===== src/rtl/frame_deframer.sv =====
// frame_deframer
// Recovers framed packets from the CDR bit stream. Hunts for SYNC_WORD,
// then deserialises a LEN byte, LEN payload bytes and a CRC-8 byte, and
// reports the payload and the CRC verdict to the packet layer.
//
// Ports
//   clk_x8     : oversampling clock (CDR domain)
//   rst_n      : asynchronous active-low reset
//   bit_in     : recovered data bit
//   bit_valid  : one-cycle strobe, bit_in carries a new bit
//   data_out   : payload byte, MSB = first received bit
//   data_valid : one-cycle strobe, data_out valid
//   sof / eof  : first / last payload byte markers (with data_valid)
//   frame_done : one-cycle pulse after the CRC byte
//   crc_ok     : CRC verdict of the last frame, held until next frame_done
//   len_err    : one-cycle pulse when LEN exceeds MAX_LEN
//   locked     : high from sync detection until frame_done or len_err
module frame_deframer #(
  parameter logic [15:0] SYNC_WORD = 16'hA5C3,
  parameter int unsigned MAX_LEN   = 64
) (
  input  logic       clk_x8,
  input  logic       rst_n,
  input  logic       bit_in,
  input  logic       bit_valid,
  output logic [7:0] data_out,
  output logic       data_valid,
  output logic       sof,
  output logic       eof,
  output logic       frame_done,
  output logic       crc_ok,
  output logic       len_err,
  output logic       locked
);

  localparam logic [7:0] MAX_LEN_B = 8'(MAX_LEN);

  typedef enum logic [1:0] {
    ST_HUNT    = 2'd0,
    ST_LEN     = 2'd1,
    ST_PAYLOAD = 2'd2,
    ST_CRC     = 2'd3
  } state_t;

  // One bit of the CRC-8 (poly 0x07) shift update, MSB first.
  function automatic logic [7:0] crc8_step(input logic [7:0] crc, input logic b);
    logic fb;
    fb = crc[7] ^ b;
    return {crc[6:0], 1'b0} ^ (fb ? 8'h07 : 8'h00);
  endfunction

  state_t      state_r, state_nxt_s;
  logic [15:0] sr_r, sr_shift_s;
  logic [2:0]  bit_cnt_r;
  logic [7:0]  byte_cnt_r, crc_r, crc_step_s, byte_s;
  logic        first_r;
  logic        last_bit_s, sync_hit_s, len_bad_s;

  logic [7:0]  data_out_r, data_out_nxt_s;
  logic        data_valid_r, data_valid_nxt_s;
  logic        sof_r, sof_nxt_s, eof_r, eof_nxt_s;
  logic        frame_done_r, frame_done_nxt_s;
  logic        crc_ok_r, crc_ok_nxt_s;
  logic        len_err_r, len_err_nxt_s;
  logic        locked_r, locked_nxt_s;

  // The completed byte is always the low 8 bits of the post-shift register.
  assign sr_shift_s = {sr_r[14:0], bit_in};
  assign byte_s     = sr_shift_s[7:0];
  assign last_bit_s = bit_valid && (bit_cnt_r == 3'd7);
  assign sync_hit_s = bit_valid && (state_r == ST_HUNT) && (sr_shift_s == SYNC_WORD);
  assign len_bad_s  = (byte_s > MAX_LEN_B);
  assign crc_step_s = crc8_step(crc_r, bit_in);

  // State register.
  always_ff @(posedge clk_x8 or negedge rst_n) begin
    if (!rst_n) begin
      state_r <= ST_HUNT;
    end else begin
      state_r <= state_nxt_s;
    end
  end

  // Next-state decode; transitions only on the bit that completes a field.
  always_comb begin
    state_nxt_s = state_r;
    case (state_r)
      ST_HUNT: begin
        if (sync_hit_s) state_nxt_s = ST_LEN;
        else            state_nxt_s = ST_HUNT;
      end
      ST_LEN: begin
        if (!last_bit_s)           state_nxt_s = ST_LEN;
        else if (len_bad_s)        state_nxt_s = ST_HUNT;
        else if (byte_s == 8'h00)  state_nxt_s = ST_CRC;
        else                       state_nxt_s = ST_PAYLOAD;
      end
      ST_PAYLOAD: begin
        if (last_bit_s && (byte_cnt_r == 8'd1)) state_nxt_s = ST_CRC;
        else                                    state_nxt_s = ST_PAYLOAD;
      end
      ST_CRC: begin
        if (last_bit_s) state_nxt_s = ST_HUNT;
        else            state_nxt_s = ST_CRC;
      end
      default: state_nxt_s = ST_HUNT;
    endcase
  end

  // Output decode: next values of the registered outputs; strobes default low.
  always_comb begin
    data_out_nxt_s   = data_out_r;
    data_valid_nxt_s = 1'b0;
    sof_nxt_s        = 1'b0;
    eof_nxt_s        = 1'b0;
    frame_done_nxt_s = 1'b0;
    crc_ok_nxt_s     = crc_ok_r;
    len_err_nxt_s    = 1'b0;
    locked_nxt_s     = locked_r;
    case (state_r)
      ST_HUNT: begin
        if (sync_hit_s) locked_nxt_s = 1'b1;
        else            locked_nxt_s = locked_r;
      end
      ST_LEN: begin
        if (last_bit_s && len_bad_s) begin
          len_err_nxt_s = 1'b1;
          locked_nxt_s  = 1'b0;
        end else begin
          locked_nxt_s  = locked_r;
        end
      end
      ST_PAYLOAD: begin
        if (last_bit_s) begin
          data_out_nxt_s   = byte_s;
          data_valid_nxt_s = 1'b1;
          sof_nxt_s        = first_r;
          eof_nxt_s        = (byte_cnt_r == 8'd1);
        end else begin
          data_out_nxt_s   = data_out_r;
        end
      end
      ST_CRC: begin
        // crc_r is frozen during the CRC byte, so it holds the frame CRC.
        if (last_bit_s) begin
          frame_done_nxt_s = 1'b1;
          crc_ok_nxt_s     = (byte_s == crc_r);
          locked_nxt_s     = 1'b0;
        end else begin
          crc_ok_nxt_s     = crc_ok_r;
        end
      end
      default: locked_nxt_s = 1'b0;
    endcase
  end

  // Output registers.
  always_ff @(posedge clk_x8 or negedge rst_n) begin
    if (!rst_n) begin
      data_out_r   <= 8'h00;
      data_valid_r <= 1'b0;
      sof_r        <= 1'b0;
      eof_r        <= 1'b0;
      frame_done_r <= 1'b0;
      crc_ok_r     <= 1'b0;
      len_err_r    <= 1'b0;
      locked_r     <= 1'b0;
    end else begin
      data_out_r   <= data_out_nxt_s;
      data_valid_r <= data_valid_nxt_s;
      sof_r        <= sof_nxt_s;
      eof_r        <= eof_nxt_s;
      frame_done_r <= frame_done_nxt_s;
      crc_ok_r     <= crc_ok_nxt_s;
      len_err_r    <= len_err_nxt_s;
      locked_r     <= locked_nxt_s;
    end
  end

  // Datapath: shift register, bit/byte counters, running CRC.
  always_ff @(posedge clk_x8 or negedge rst_n) begin
    if (!rst_n) begin
      sr_r       <= 16'h0000;
      bit_cnt_r  <= 3'd0;
      byte_cnt_r <= 8'd0;
      crc_r      <= 8'h00;
      first_r    <= 1'b0;
    end else if (bit_valid) begin
      case (state_r)
        ST_HUNT: begin
          // CRC and bit count sit at zero so a sync hit starts a clean frame.
          sr_r      <= sr_shift_s;
          bit_cnt_r <= 3'd0;
          crc_r     <= 8'h00;
        end
        ST_LEN: begin
          bit_cnt_r <= bit_cnt_r + 3'd1;
          crc_r     <= crc_step_s;
          if (last_bit_s && len_bad_s) begin
            sr_r <= 16'h0000;
          end else if (last_bit_s) begin
            sr_r       <= sr_shift_s;
            byte_cnt_r <= byte_s;
            first_r    <= 1'b1;
          end else begin
            sr_r <= sr_shift_s;
          end
        end
        ST_PAYLOAD: begin
          sr_r      <= sr_shift_s;
          bit_cnt_r <= bit_cnt_r + 3'd1;
          crc_r     <= crc_step_s;
          if (last_bit_s) begin
            first_r <= 1'b0;
            if (byte_cnt_r != 8'd0) byte_cnt_r <= byte_cnt_r - 8'd1;
            else                    byte_cnt_r <= 8'd0;
          end else begin
            first_r <= first_r;
          end
        end
        ST_CRC: begin
          // Clearing sr lets a sync word starting on the next bit be found.
          bit_cnt_r <= bit_cnt_r + 3'd1;
          if (last_bit_s) sr_r <= 16'h0000;
          else            sr_r <= sr_shift_s;
        end
        default: begin
          sr_r      <= 16'h0000;
          bit_cnt_r <= 3'd0;
        end
      endcase
    end
  end

  assign data_out   = data_out_r;
  assign data_valid = data_valid_r;
  assign sof        = sof_r;
  assign eof        = eof_r;
  assign frame_done = frame_done_r;
  assign crc_ok     = crc_ok_r;
  assign len_err    = len_err_r;
  assign locked     = locked_r;

endmodule


===== config.mk =====
export PLATFORM = sky130hd
export DESIGN_NAME = frame_deframer
export DESIGN_NICKNAME = d
export VERILOG_FILES = /design/src/rtl/frame_deframer.sv
export SDC_FILE = /design/constraint.sdc
export NUM_CORES = 1
export LEC_CHECK = 0
export ABC_AREA = 1
export CAP_MARGIN = 20
export CORE_MARGIN = 1.5
export CORE_UTILIZATION = 49
export DETAILED_ROUTE_END_ITERATION = 8
export PLACE_DENSITY = 0.75
export REMOVE_ABC_BUFFERS = 1
export SKIP_LAST_GASP = 1
export SLEW_MARGIN = 10
export SYNTH_ARGS = -nofsm -noshare
export SYNTH_HDL_FRONTEND = slang
export SYNTH_SLANG_ARGS = --single-unit

===== constraint.sdc =====
create_clock -name clk_x8 -period 1.5 [get_ports clk_x8]
set_input_delay 0.3 -clock clk_x8 [delete_from_list [all_inputs] [get_ports clk_x8]]
set_output_delay 0.3 -clock clk_x8 [all_outputs]
set_load 0.02 [all_outputs]

==> run summary <==
Cells after DPL: 436
CTS tree: built
Final wirelength: 6830 um
Compound-cell area share of the yosys netlist: 0.106
Sw Share: 0.372
Gp weighted congestion: 0.893
Port Buffers: 18
Syn Area/Cell: 8.60 um2
TritonCTS Buffers: 5
Synth Flop Type: dfrtp_1
Layout Area Growth over Synthesis: 36.0%
CTS sink cnt: 52
CP required: 1710 ps
Worst rel slew slack: 0.667
Worst hold slack: 467 ps
H-tree levels: 2
Final HPWL DP: 4450 um
RSZ-0062 raised after global routing: true
Ant. Diodes: 0
Root Buffer: clkbuf_8
Switching power: 1.76 mW
Sequential share of the synthesized area: 0.488
Die height: 76.8 um
Final hold violations: 0
Fin area: 3620 um2
Leakage: 1.86 nW
Top cell type's share of synthesized area: 0.488
CORE AREA: 5170 um2
Largest net degree at the start of global routing: 25
Internal cell power: 2.98 mW
Io pins: 19
Share of cells above drive strength 1: 0.324
Crit path from: state_r[0]
Largest cells by area after synthesis: dfrtp_1, nand2_1, ha_1
Mux contribution to synthesized area: 0
Peak supply drop: 0.625 mV
Vias/cell: 5.25
Total Routing Usage GR: 0.237
Dpl cell area: 3210 um2
Post-Synth Adder-Cell Area: 0.0469
FF-to-FF path depth: 8
Status: finished, violations left
Slew Viols, Final: 0
Cell Pwr Density: 1310 nW/um2
Top cells by instance count after synthesis: nand2_1, dfrtp_1, inv_1
Simple-gate share of the synthesized area: 0.257
FF-to-FF End: locked
Final WS setup: -71.2 ps
Worst Tran Pin Value: 500 ps
Hold Path Class: input pin to async pin
Post-Syn Area: 2670 um2
Vias: 2411
Synth Area in XOR/XNOR: 0.0329
Die area: 5890 um2
Area leader, netlist: dfrtp_1
Crit path DAT: 1780 ps
CTS max path bufs: 2
Starting Density: 0.515
CP Launch Type: register
Critical path peak fanout: 3
Die W: 76.8 um
Initial antenna violation count: 0
Yosys warnings: 0
Post-synth EDFFs: 0
Final Cycle Share: 1.05
Synth cell types: 28
CP Class: register to register
Non-Filler Instances: 459
GR Overflow Total: 0
Filler instances: 364
# nets final: 402
Crit. End Element: register
FF+latch count, synth: 52
Iter 0 DRT Violations: 171
Fmax: 636 MHz
Logic pwr share: 0.395
Pre-CTS setup slack: -212 ps
Final Setup Violations: 3
FFs w/ async S/R, synth: 1.00
DRC viols: 0
Critical Path End: locked
Vias in the first global route: 2451
1st-pass router iterations: 4
Max-Cap Viols: 0
Largest family of logic cells by synthesized area: simple AND/OR/NAND/NOR gates
First-pass GRT wire length: 11100 um
Setup Skew: 11.8 ps
Final Critical Period: 1570 ps
Failing checks: negative setup slack
Clock latency on the worst-skew pair: 320 ps
Cells after Synth: 310
ANT nets after route: 0
Num rows: 26
Reg clk slew, reported paths: 110 ps
Sequential Power Share: 0.394
Most numerous cell in the Yosys netlist: nand2_1
Routed len/inst: 14.9 um
Reg2Reg Setup Slack: -70 ps
Clock power share: 0.211
R2r startpoint: state_r[0]
-- cells by family after synthesis --
kind of cell / Yosys count
adders and majority gates: 10
buffers and inverters: 41
xor gates and xnor gates: 10
and+or+nand+nor: 147
DFF: 52
AOI/OAI and AO/OA: 50
-- layout by cell type (no fill, tap or decap), types with 3 or more instances in the layout --
cell type and instances:
nand2_1 76, dfrtp_1 52, buf_4 50, inv_1 24, o21ai_0 19, nand3_1 18, nor2_1 16, dlygate4sd2_1 15
inv_2 10, o21ai_2 10, nand2_2 9, o22ai_1 9, xor2_1 8, nand2_4 6, nand3_2 6, nor2_2 5
o21ai_1 5, ha_1 5, clkbuf_8 5, a21oi_1 4, nand4_1 4, nor3_1 3, ha_4 3
-- state kept, by name (all words and copies together) (netlist names) --
signal      flops
bit_cnt_r       3
byte_cnt_r      8
data_out        8
first_r         1
locked          1
crc_ok          1
state_r         2
data_valid      1
frame_done      1
sof             1
crc_r           8
eof             1
sr_r           15
len_err         1
-- per-stage QoR --
step                TNS (ps)  utilization  power (mW)
global route           -1180        0.701        5.02
finish                 -95.8        0.701        4.74
detailed placement     -5310        0.621        3.43
CTS                     -107        0.665        4.48
global placement       -4720        0.621        3.38
floorplan               -189            -        2.77
-- critical path: stages, from the launching register on --
cell     delay, ps
dfrtp_1        410
buf_4          150
ha_1           200
buf_4          140
or2_2          280
nand2_2         90
nand3_1         90
nand2_1         60
nand2_1         60
-- per-layer routing --
| layer | track usage | part of all wire | routed length [um] |
|---|---|---|---|
| met3 | 0.0417 | 0.040 | 270 |
| met2 | 0.404 | 0.51 | 3500 |
| met5 | 0 | 0 | 0 |
| met4 | 0.0907 | 0.016 | 109 |
| met1 | 0.297 | 0.43 | 2950 |
-- power groups by stage --
stage	Combinational (mW)	Sequential, mW	Clock [mW]
after floorplan	0.901	1.87	0
after global routing	2.07	1.89	1.06
final	1.87	1.87	1.00
after CTS	1.61	1.86	1.01
after global placement	1.51	1.88	0
after detailed placement	1.54	1.89	0
-- what timing repair did --
action,CTS,global route
setup buffers,3,9
pin swaps,7,9
setup endpoints to repair,41,42
resized for setup,31,30
gates cloned,2,0
hold buffers,1,0
endpoints found under the hold margin,19,0
-- worst min path at each step --
stage / startpoint / to / slack, ps / cells past startpoint
final: rst_n / data_out[1] / 470 / 2
after global routing: data_out[2] / data_out[2] / 530 / 2
after CTS: rst_n / data_out[0] / 490 / 2
after detailed placement: rst_n / data_out[1] / 300 / 1
after global placement: rst_n / data_out[1] / 300 / 1
after floorplan: rst_n / bit_cnt_r[0] / 4 / 0
-- layout make-up --
cell class	instances	area [um2]	area share
Clock inverter	3	46.3	0.0128
Multi-Input combinational cell	219	1370	0.377
Clock buffer	5	68.8	0.0190
Tap cell	70	87.6	0.0242
Timing Repair Buffer	73	604	0.167
Sequential cell	52	1300	0.359
Inverter	37	149	0.0411
(Power assumes the default switching activity.)
